### src/rtl/ccff_chain_loader_pkg.sv
// Shared types and constants for the ccff chain loader.
// Holds FSM state encoding and command codes.
package ccff_chain_loader_pkg;

  typedef enum logic [1:0] {
    ST_IDLE,
    ST_LOAD,
    ST_RDBK,
    ST_DONE
  } state_e;

  localparam logic CMD_LOAD = 1'b0;
  localparam logic CMD_RDBK = 1'b1;

  function automatic int min_int(input int a, input int b);
    return (a < b) ? a : b;
  endfunction

endpackage

### src/rtl/ccff_word_shifter.sv
// Word buffer: parallel-load/serial-out and serial-in/parallel-out
// with a count of valid bits.
module ccff_word_shifter
  import ccff_chain_loader_pkg::*;
#(
  parameter  int W    = 8,
  localparam int CNTW = $clog2(W + 1)
) (
  input  logic            clk,
  input  logic            rst_n,
  input  logic            clr_i,
  input  logic            load_i,
  input  logic [W-1:0]    load_data_i,
  input  logic [CNTW-1:0] load_cnt_i,
  input  logic            shr_i,
  input  logic            shin_i,
  input  logic            sin_i,
  output logic [W-1:0]    data_o,
  output logic [CNTW-1:0] cnt_o,
  output logic            sout_o
);

  logic [W-1:0]    data_q, data_d;
  logic [CNTW-1:0] cnt_q, cnt_d;

  always_comb begin
    data_d = data_q;
    cnt_d  = cnt_q;
    if (clr_i) begin
      data_d = '0;
      cnt_d  = '0;
    end else if (load_i) begin
      // bits past the valid count are zeroed
      for (int i = 0; i < W; i++) begin
        data_d[i] = (CNTW'(i) < load_cnt_i) & load_data_i[i];
      end
      cnt_d = load_cnt_i;
    end else if (shr_i) begin
      data_d = data_q >> 1;
      cnt_d  = cnt_q - CNTW'(1);
    end else if (shin_i) begin
      for (int i = 0; i < W; i++) begin
        if (CNTW'(i) == cnt_q) data_d[i] = sin_i;
      end
      cnt_d = cnt_q + CNTW'(1);
    end
  end

  always_ff @(posedge clk or negedge rst_n) begin
    if (!rst_n) begin
      data_q <= '0;
      cnt_q  <= '0;
    end else begin
      data_q <= data_d;
      cnt_q  <= cnt_d;
    end
  end

  assign data_o = data_q;
  assign cnt_o  = cnt_q;
  assign sout_o = data_q[0];

endmodule

### src/rtl/ccff_chain_loader.sv
// Loads and reads back a configuration flop chain word by word,
// recirculating the chain on readback so its content survives.
module ccff_chain_loader
  import ccff_chain_loader_pkg::*;
#(
  parameter int CHAIN_LEN = 32,
  parameter int WORD_W    = 8
) (
  input  logic              prog_clk,
  input  logic              prog_reset_n,
  input  logic              cmd_valid,
  input  logic              cmd_rdbk,
  output logic              cmd_ready,
  input  logic [WORD_W-1:0] cfg_data,
  input  logic              cfg_valid,
  output logic              cfg_ready,
  output logic [WORD_W-1:0] rd_data,
  output logic              rd_valid,
  input  logic              rd_ready,
  output logic              ccff_head,
  input  logic              ccff_tail,
  output logic              ccff_clk_en,
  output logic              busy,
  output logic              done
);

  localparam int CW = $clog2(CHAIN_LEN + 1);
  localparam int BW = $clog2(WORD_W + 1);
  localparam logic [CW-1:0] LAST = CW'(CHAIN_LEN);

  state_e          state_q, state_d;
  logic [CW-1:0]   count_q, count_d;
  logic            sh_clr, sh_load, sh_shr, sh_shin;
  logic [BW-1:0]   sh_load_cnt, buf_cnt;
  logic [WORD_W-1:0] buf_data;
  logic            buf_sout;
  int              used, room;

  ccff_word_shifter #(.W(WORD_W)) u_shifter (
    .clk        (prog_clk),
    .rst_n      (prog_reset_n),
    .clr_i      (sh_clr),
    .load_i     (sh_load),
    .load_data_i(cfg_data),
    .load_cnt_i (sh_load_cnt),
    .shr_i      (sh_shr),
    .shin_i     (sh_shin),
    .sin_i      (ccff_tail),
    .data_o     (buf_data),
    .cnt_o      (buf_cnt),
    .sout_o     (buf_sout)
  );

  always_comb begin
    state_d     = state_q;
    count_d     = count_q;
    sh_clr      = 1'b0;
    sh_load     = 1'b0;
    sh_shr      = 1'b0;
    sh_shin     = 1'b0;
    sh_load_cnt = '0;
    cmd_ready   = 1'b0;
    cfg_ready   = 1'b0;
    rd_valid    = 1'b0;
    ccff_clk_en = 1'b0;
    ccff_head   = 1'b0;
    busy        = (state_q != ST_IDLE);
    done        = 1'b0;
    // bits already committed: shifted plus still buffered
    used        = int'(count_q) + int'(buf_cnt);
    room        = CHAIN_LEN - used;
    unique case (state_q)
      ST_IDLE: begin
        cmd_ready = prog_reset_n;
        if (cmd_valid && cmd_ready) begin
          sh_clr  = 1'b1;
          count_d = '0;
          state_d = (cmd_rdbk == CMD_RDBK) ? ST_RDBK : ST_LOAD;
        end
      end
      ST_LOAD: begin
        // ready while the last buffered bit shifts, so no bubble
        cfg_ready = (buf_cnt <= BW'(1)) && (room > 0);
        if (buf_cnt != '0) begin
          ccff_clk_en = 1'b1;
          ccff_head   = buf_sout;
          sh_shr      = 1'b1;
          count_d     = count_q + CW'(1);
          if (count_q == LAST - CW'(1)) state_d = ST_DONE;
        end
        if (cfg_valid && cfg_ready) begin
          sh_load     = 1'b1;
          sh_load_cnt = BW'(min_int(WORD_W, room));
        end
      end
      ST_RDBK: begin
        ccff_head = ccff_tail;
        rd_valid  = (buf_cnt == BW'(WORD_W)) ||
                    ((count_q == LAST) && (buf_cnt != '0));
        if (!rd_valid && (count_q != LAST)) begin
          ccff_clk_en = 1'b1;
          sh_shin     = 1'b1;
          count_d     = count_q + CW'(1);
        end
        if (rd_valid && rd_ready) begin
          sh_clr = 1'b1;
          if (count_q == LAST) state_d = ST_DONE;
        end
      end
      ST_DONE: begin
        done    = 1'b1;
        state_d = ST_IDLE;
      end
      default: state_d = ST_IDLE;
    endcase
  end

  always_ff @(posedge prog_clk or negedge prog_reset_n) begin
    if (!prog_reset_n) begin
      state_q <= ST_IDLE;
      count_q <= '0;
    end else begin
      state_q <= state_d;
      count_q <= count_d;
    end
  end

  assign rd_data = buf_data;

endmodule

### config.mk
export PLATFORM = sky130hd
export DESIGN_NAME = ccff_chain_loader
export DESIGN_NICKNAME = d
export VERILOG_FILES = /design/src/rtl/ccff_chain_loader_pkg.sv /design/src/rtl/ccff_word_shifter.sv /design/src/rtl/ccff_chain_loader.sv
export SDC_FILE = /design/constraint.sdc
export NUM_CORES = 1
export LEC_CHECK = 0
export BUFFER_PORTS_ARGS = -buffer_cell sky130_fd_sc_hd__buf_2
export CAP_MARGIN = 15
export CORE_MARGIN = 3
export CORE_UTILIZATION = 50
export CTS_CLUSTER_DIAMETER = 200
export DETAILED_ROUTE_END_ITERATION = 10
export MAX_ROUTING_LAYER = met4
export PLACE_DENSITY = 0.74
export SLEW_MARGIN = 20
export SYNTH_ARGS = -nofsm -noshare
export SYNTH_HDL_FRONTEND = slang
export SYNTH_SLANG_ARGS = --single-unit
### constraint.sdc
create_clock -name prog_clk -period 5.71 [get_ports prog_clk]
set_clock_uncertainty 0.15 [all_clocks]
set_input_delay 0.2855 -clock prog_clk [delete_from_list [all_inputs] [get_ports prog_clk]]
set_output_delay 0.2855 -clock prog_clk [all_outputs]
set_load 0.02 [all_outputs]
[After elaboration in Yosys (flattened, before gate mapping)]
Cells that the tools add are included.
Storage, ports and cells
  bits in registers: 20
  input port bits: 15
  logic and storage cells: 133
Cells by class
  add/sub/neg operators: 5
  $lt $le $gt $ge: 11
  eq/ne operators: 20
  multiplexer cells: 46
  bitwise gates (word level): 8
  reductions and logical operators: 32
Operators by type and width (count)
  4-bit nonzero test: 10
  8-bit two-way mux: 4
  4-bit two-way mux: 7
  1-bit two-way mux: 21
  6-bit two-way mux: 3
  6-bit case mux with 3 select lines: 1
  3-bit by 4-bit == test with 1-bit output, first input constant: 4
  3-bit by 4-bit less-than comparator with 1-bit output, first input constant: 4
  2-bit AND reduction: 8
  2-bit two-way mux: 6
  2-bit inequality test, second input constant: 6
  1-bit AND: 8
  2-bit by 4-bit == test with 1-bit output, first input constant: 2
  8-bit by 1-bit greater-than comparator with 1-bit output, second input constant: 1
  1-bit by 4-bit less-than comparator with 1-bit output, first input constant: 2
  2-bit by 4-bit less-than comparator with 1-bit output, first input constant: 2
  5-bit by 8-bit less-than comparator with 1-bit output, first input constant: 1
  2-bit case mux with 4 select lines: 1
  6-bit by 7-bit subtractor with 8-bit output, first input constant: 1
  6-bit by 4-bit adder with 7-bit output: 1
  6-bit by 1-bit adder with 6-bit output, second input constant: 1
  6-bit by 5-bit == test with 1-bit output, second input constant: 1
  6-bit == test, second input constant: 1
  1-bit logical AND: 6
  17 further kinds: 20

[Longest topological paths before layout]
  depth after elaboration: 11
  gate-level depth with buffers: 12
  gate-level depth less buffers: 11

[Modules after synthesis]
Synthesis repeated with hierarchy kept, for this count alone.
Second synthesis, totals
  cell total of the unflattened synthesis: 237
  area, all modules: 2057.0 µm²
Modules (own cells, without submodules)
  ccff_chain_loader: instances 1, cells an instance 130, area each 1107.3 µm², seq. area each 200.2 µm²
  ccff_word_shifter: instances 1, cells an instance 107, area each 949.7 µm², seq. area each 300.3 µm²

[Worst setup path before layout]
No wires, ideal clock.
  path kind: flip-flop to output port
  from: register u_shifter.cnt_q[1] (netlist: u_shifter.cnt_o[1])
  to: output port cfg_ready
  data arrival time: 2.523 ns
  required time: 5.274 ns
  slack: 2.752 ns
  stages on the path, launching flop included: 12
  buffers on the path: 1
  cells stage by stage: dfrtp_1 ha_1 inv_1 ha_1 inv_1 fa_1 nand2b_1 a21oi_1 xnor2_2 and3_1 buf_4 nor2_1
On the way
  cells in the longest elaborated chain, start to end: 5
RTL lines
  start, declared: line ccff_word_shifter.sv:24  | logic [CNTW-1:0] cnt_q, cnt_d;
  start signal, assigned: line ccff_word_shifter.sv:55  | cnt_q <= cnt_d;
  6-bit by 4-bit adder with 7-bit output: line ccff_chain_loader.sv:70  | used = int'(count_q) + int'(buf_cnt);
  6-bit by 7-bit subtractor with 8-bit output: line ccff_chain_loader.sv:71  | room = CHAIN_LEN - used;
  8-bit by 1-bit greater-than comparator with 1-bit output: line ccff_chain_loader.sv:83  | cfg_ready = (buf_cnt <= BW'(1)) && (room > 0);
  1-bit logical AND *: line ccff_chain_loader.sv:83
  1-bit two-way mux *: line ccff_chain_loader.sv:72  | unique case (state_q)
  end, declared: line ccff_chain_loader.sv:16  | output logic cfg_ready,
Mark *: on every way between the ends. The rest lies on a longest branch, timed or not.

[Final worst setup path]
Same ends and word-level chain as after synthesis.

==> results.json <==
{
  "vdd_drop_max_mv": 0.373,
  "power_density_nw_per_um2": 619,
  "rsz0062_at_grt": "false",
  "clk_latency_ps": 270,
  "io_buffers": 29,
  "syn_inst": 253,
  "seq_area_frac_synth": 0.235,
  "drc_errors": 0,
  "initial_core_util": 0.525,
  "hold_buffers": 1,
  "drtIter0Drc": 220,
  "synth_edf_count": 0,
  "status": "completed",
  "sw_frac_of_total": 0.527,
  "grt_max_degree": 23,
  "n_fill_cell": 379,
  "die_x_um": 71.3,
  "design_area_um2": 2340,
  "crit_chain": "ha_1 -> inv_1 -> ha_1 -> inv_1 -> fa_1 -> nand2b_1 -> a21oi_1 -> xnor2_2 -> and3_1 -> nor2_1 -> buf_2",
  "die_y_um": 71.3,
  "cts_num_sinks": 20,
  "cts_buffers": 3,
  "netlist_area_um2": 2130,
  "cp.required_ps": 5270,
  "power_frac_seq": 0.189,
  "dpl_worst_slack_ps": 2410,
  "pwr-share-comb": 0.710,
  "ys_ff_latch": 20,
  "maxSlewHeadroom": 0.635,
  "min_period_ps": 3530,
  "track_usage": 0.219,
  "arrival_ps": 3090,
  "finalCritPeriodShare": 0.618,
  "core_um2": 4060,
  "grt_overflow": 0,
  "viasPerCell": 6.08,
  "startpoint_type": "register",
  "io_pins": 30,
  "cts-root-buf": "clkbuf_8",
  "dpl.hpwl_um": 4000,
  "dr.pass1.iters": 4,
  "grt_pass1_wl_um": 8800,
  "cts.path.max_buffers": 2,
  "rows": 23,
  "power_frac_clock": 0.101,
  "p_leak_nw": 1.05,
  "htreeDepth": 1,
  "internal_power_w": 0.000685,
  "synthFlopType": "dfrtp_1",
  "tightest_slew_ps": 543,
  "critPathBufInv": 3,
  "synthToLayoutAreaGrowth_pct": 9.75,
  "hold_class": "input port to register",
  "power_switching_w": 0.000762,
  "max_freq_mhz": 283,
  "multi_input_area_um2": 1460,
  "cp-end-kind": "output port",
  "diodes": 0,
  "drive_above_1_share": 0.200,
  "cts_setup_buffers": 0,
  "async_reset_ff_frac": 1.00,
  "clkTransAtPathRegs_ps": 90,
  "cap_violations": 0,
  "gp_congestion": 0.872,
  "wl_per_cell_um": 15.8,
  "synth_fp_nets": 291,
  "vias": 1975,
  "grt_pass1_vias": 1902,
  "nets": 314,
  "finalPower_w": 0.00145,
  "slowest_stage": "dfrtp_1",
  "setup_slack_ps": 2180,
  "placedInstanceArea_um2": 2260,
  "yosys_warnings": 0,
  "drv_slew": 0,
  "final_cell_mix": "buf_2 (29), nand2_1 (23), inv_1 (22), ha_1 (22), dfrtp_1 (20)",
  "seq_area_um2": 500,
  "cts_tree": "done",
  "final_hold_viol_count": 0,
  "cts_resized": 0,
  "tns_ps": 0,
  "holdWs_ps": 119,
  "die-area_um2": 5080,
  "setup_violations": 0,
  "antenna_found_initial": 0,
  "cp_slowest_stage_delay_ps": 480,
  "cp_max_fo": 12,
  "crit_family": "adder cells",
  "avgSynthCellArea_um2": 8.42,
  "mostFrequentLayoutCell": "buf_2",
  "routed_wl_um": 5130,
  "yosysUniqueCellTypes": 63,
  "postRouteAntennaNets": 0,
  "criticalPathCategory": "register to output port"
}
-- area by class of cell --
class,count,area share
Sequential cell,20,0.214
Timing Repair Buffer,31,0.0696
Clock inverter,1,0.0128
Inverter,23,0.0369
Clock buffer,3,0.0177
Multi-Input combinational cell,197,0.622
Tap cell,50,0.0268
-- flip-flops by register name, summed over array words and instances (netlist names) --
signal            cells
state_q               2
u_shifter.cnt_o       4
count_q               6
u_shifter.data_o      8
-- worst min-delay path: cells and delay by family --
family                 cells  cell delay (ps)
buffers and inverters      2              130
AOI/OAI and AO/OA          1               80
-- routing by layer --
metal | track usage | share of wire | vias up
met2 | 0.328 | 0.45 | 72
met4 | 0.0752 | 0.016 | 0
met1 | 0.314 | 0.48 | 931
met3 | 0.0168 | 0.053 | 7
met5 | - | 0 | -
li1 | - | - | 965
-- path summary, 6_finish.rpt --
check | to | startpoint | depth (start not counted) | slack [ps]
min in group asynchronous | u_shifter.cnt_o[2] | prog_reset_n | 2 | 350
max reg2reg | u_shifter.data_o[5] | u_shifter.cnt_o[1] | 11 | 2390
min | u_shifter.data_o[7] | cfg_data[7] | 3 | 120
max in group asynchronous | state_q[1] | prog_reset_n | 2 | 4730
min reg2reg | count_q[0] | count_q[0] | 2 | 400
max | cfg_ready | u_shifter.cnt_o[1] | 11 | 2180
-- kinds of logic after synthesis --
logic type,count (synthesis),share of synthesized area
adders and majority gates,23,0.139
xor gates and xnor gates,5,0.0311
AOI/OAI and AO/OA,72,0.254
muxes,5,0.0235
and+or+nand+nor,92,0.236
buffers and inverters,36,0.0822
DFF,20,0.235
-- per-stage QoR --
stage               cells  utilization
finish                325        0.576
floorplan             253            -
global route          325        0.576
global placement      320        0.556
detailed placement    320        0.556
CTS                   325        0.576
-- cell usage after synthesis, drive strengths merged (2+ instances only) --
cell | count | area (µm²)
dfrtp | 20 | 500
a31oi | 3 | 18.8
a21oi | 8 | 47.6
inv | 23 | 86.3
xnor2 | 2 | 25.0
a211oi | 5 | 42.5
o32ai | 2 | 25.0
mux2i | 5 | 50.1
a22o | 5 | 43.8
and2 | 6 | 40.0
a221oi | 4 | 47.6
o211ai | 7 | 52.6
and3 | 2 | 12.5
nand3 | 11 | 55.1
nor2b | 2 | 12.5
ha | 22 | 275
nand2b | 3 | 18.8
nor3 | 10 | 61.3
a311oi | 2 | 17.5
buf | 12 | 85.1
xor2 | 3 | 41.3
or3 | 5 | 36.3
o21ai | 18 | 90.1
o21a | 2 | 15.0
a21o | 4 | 30.0
nor2 | 15 | 58.8
or3b | 2 | 20.0
nand4 | 3 | 18.8
o221ai | 6 | 58.8
nand2 | 26 | 105
-- power by group through the flow --
stage | registers, W | logic, W | clock network (W)
after floorplan | 0.000272 | 0.000830 | 0
final | 0.000274 | 0.00103 | 0.000146
after global placement | 0.000272 | 0.00101 | 0
after CTS | 0.000273 | 0.00102 | 0.000147
after detailed placement | 0.000276 | 0.00102 | 0
after global routing | 0.000284 | 0.00115 | 0.000153
(Power assumes the default switching activity.)
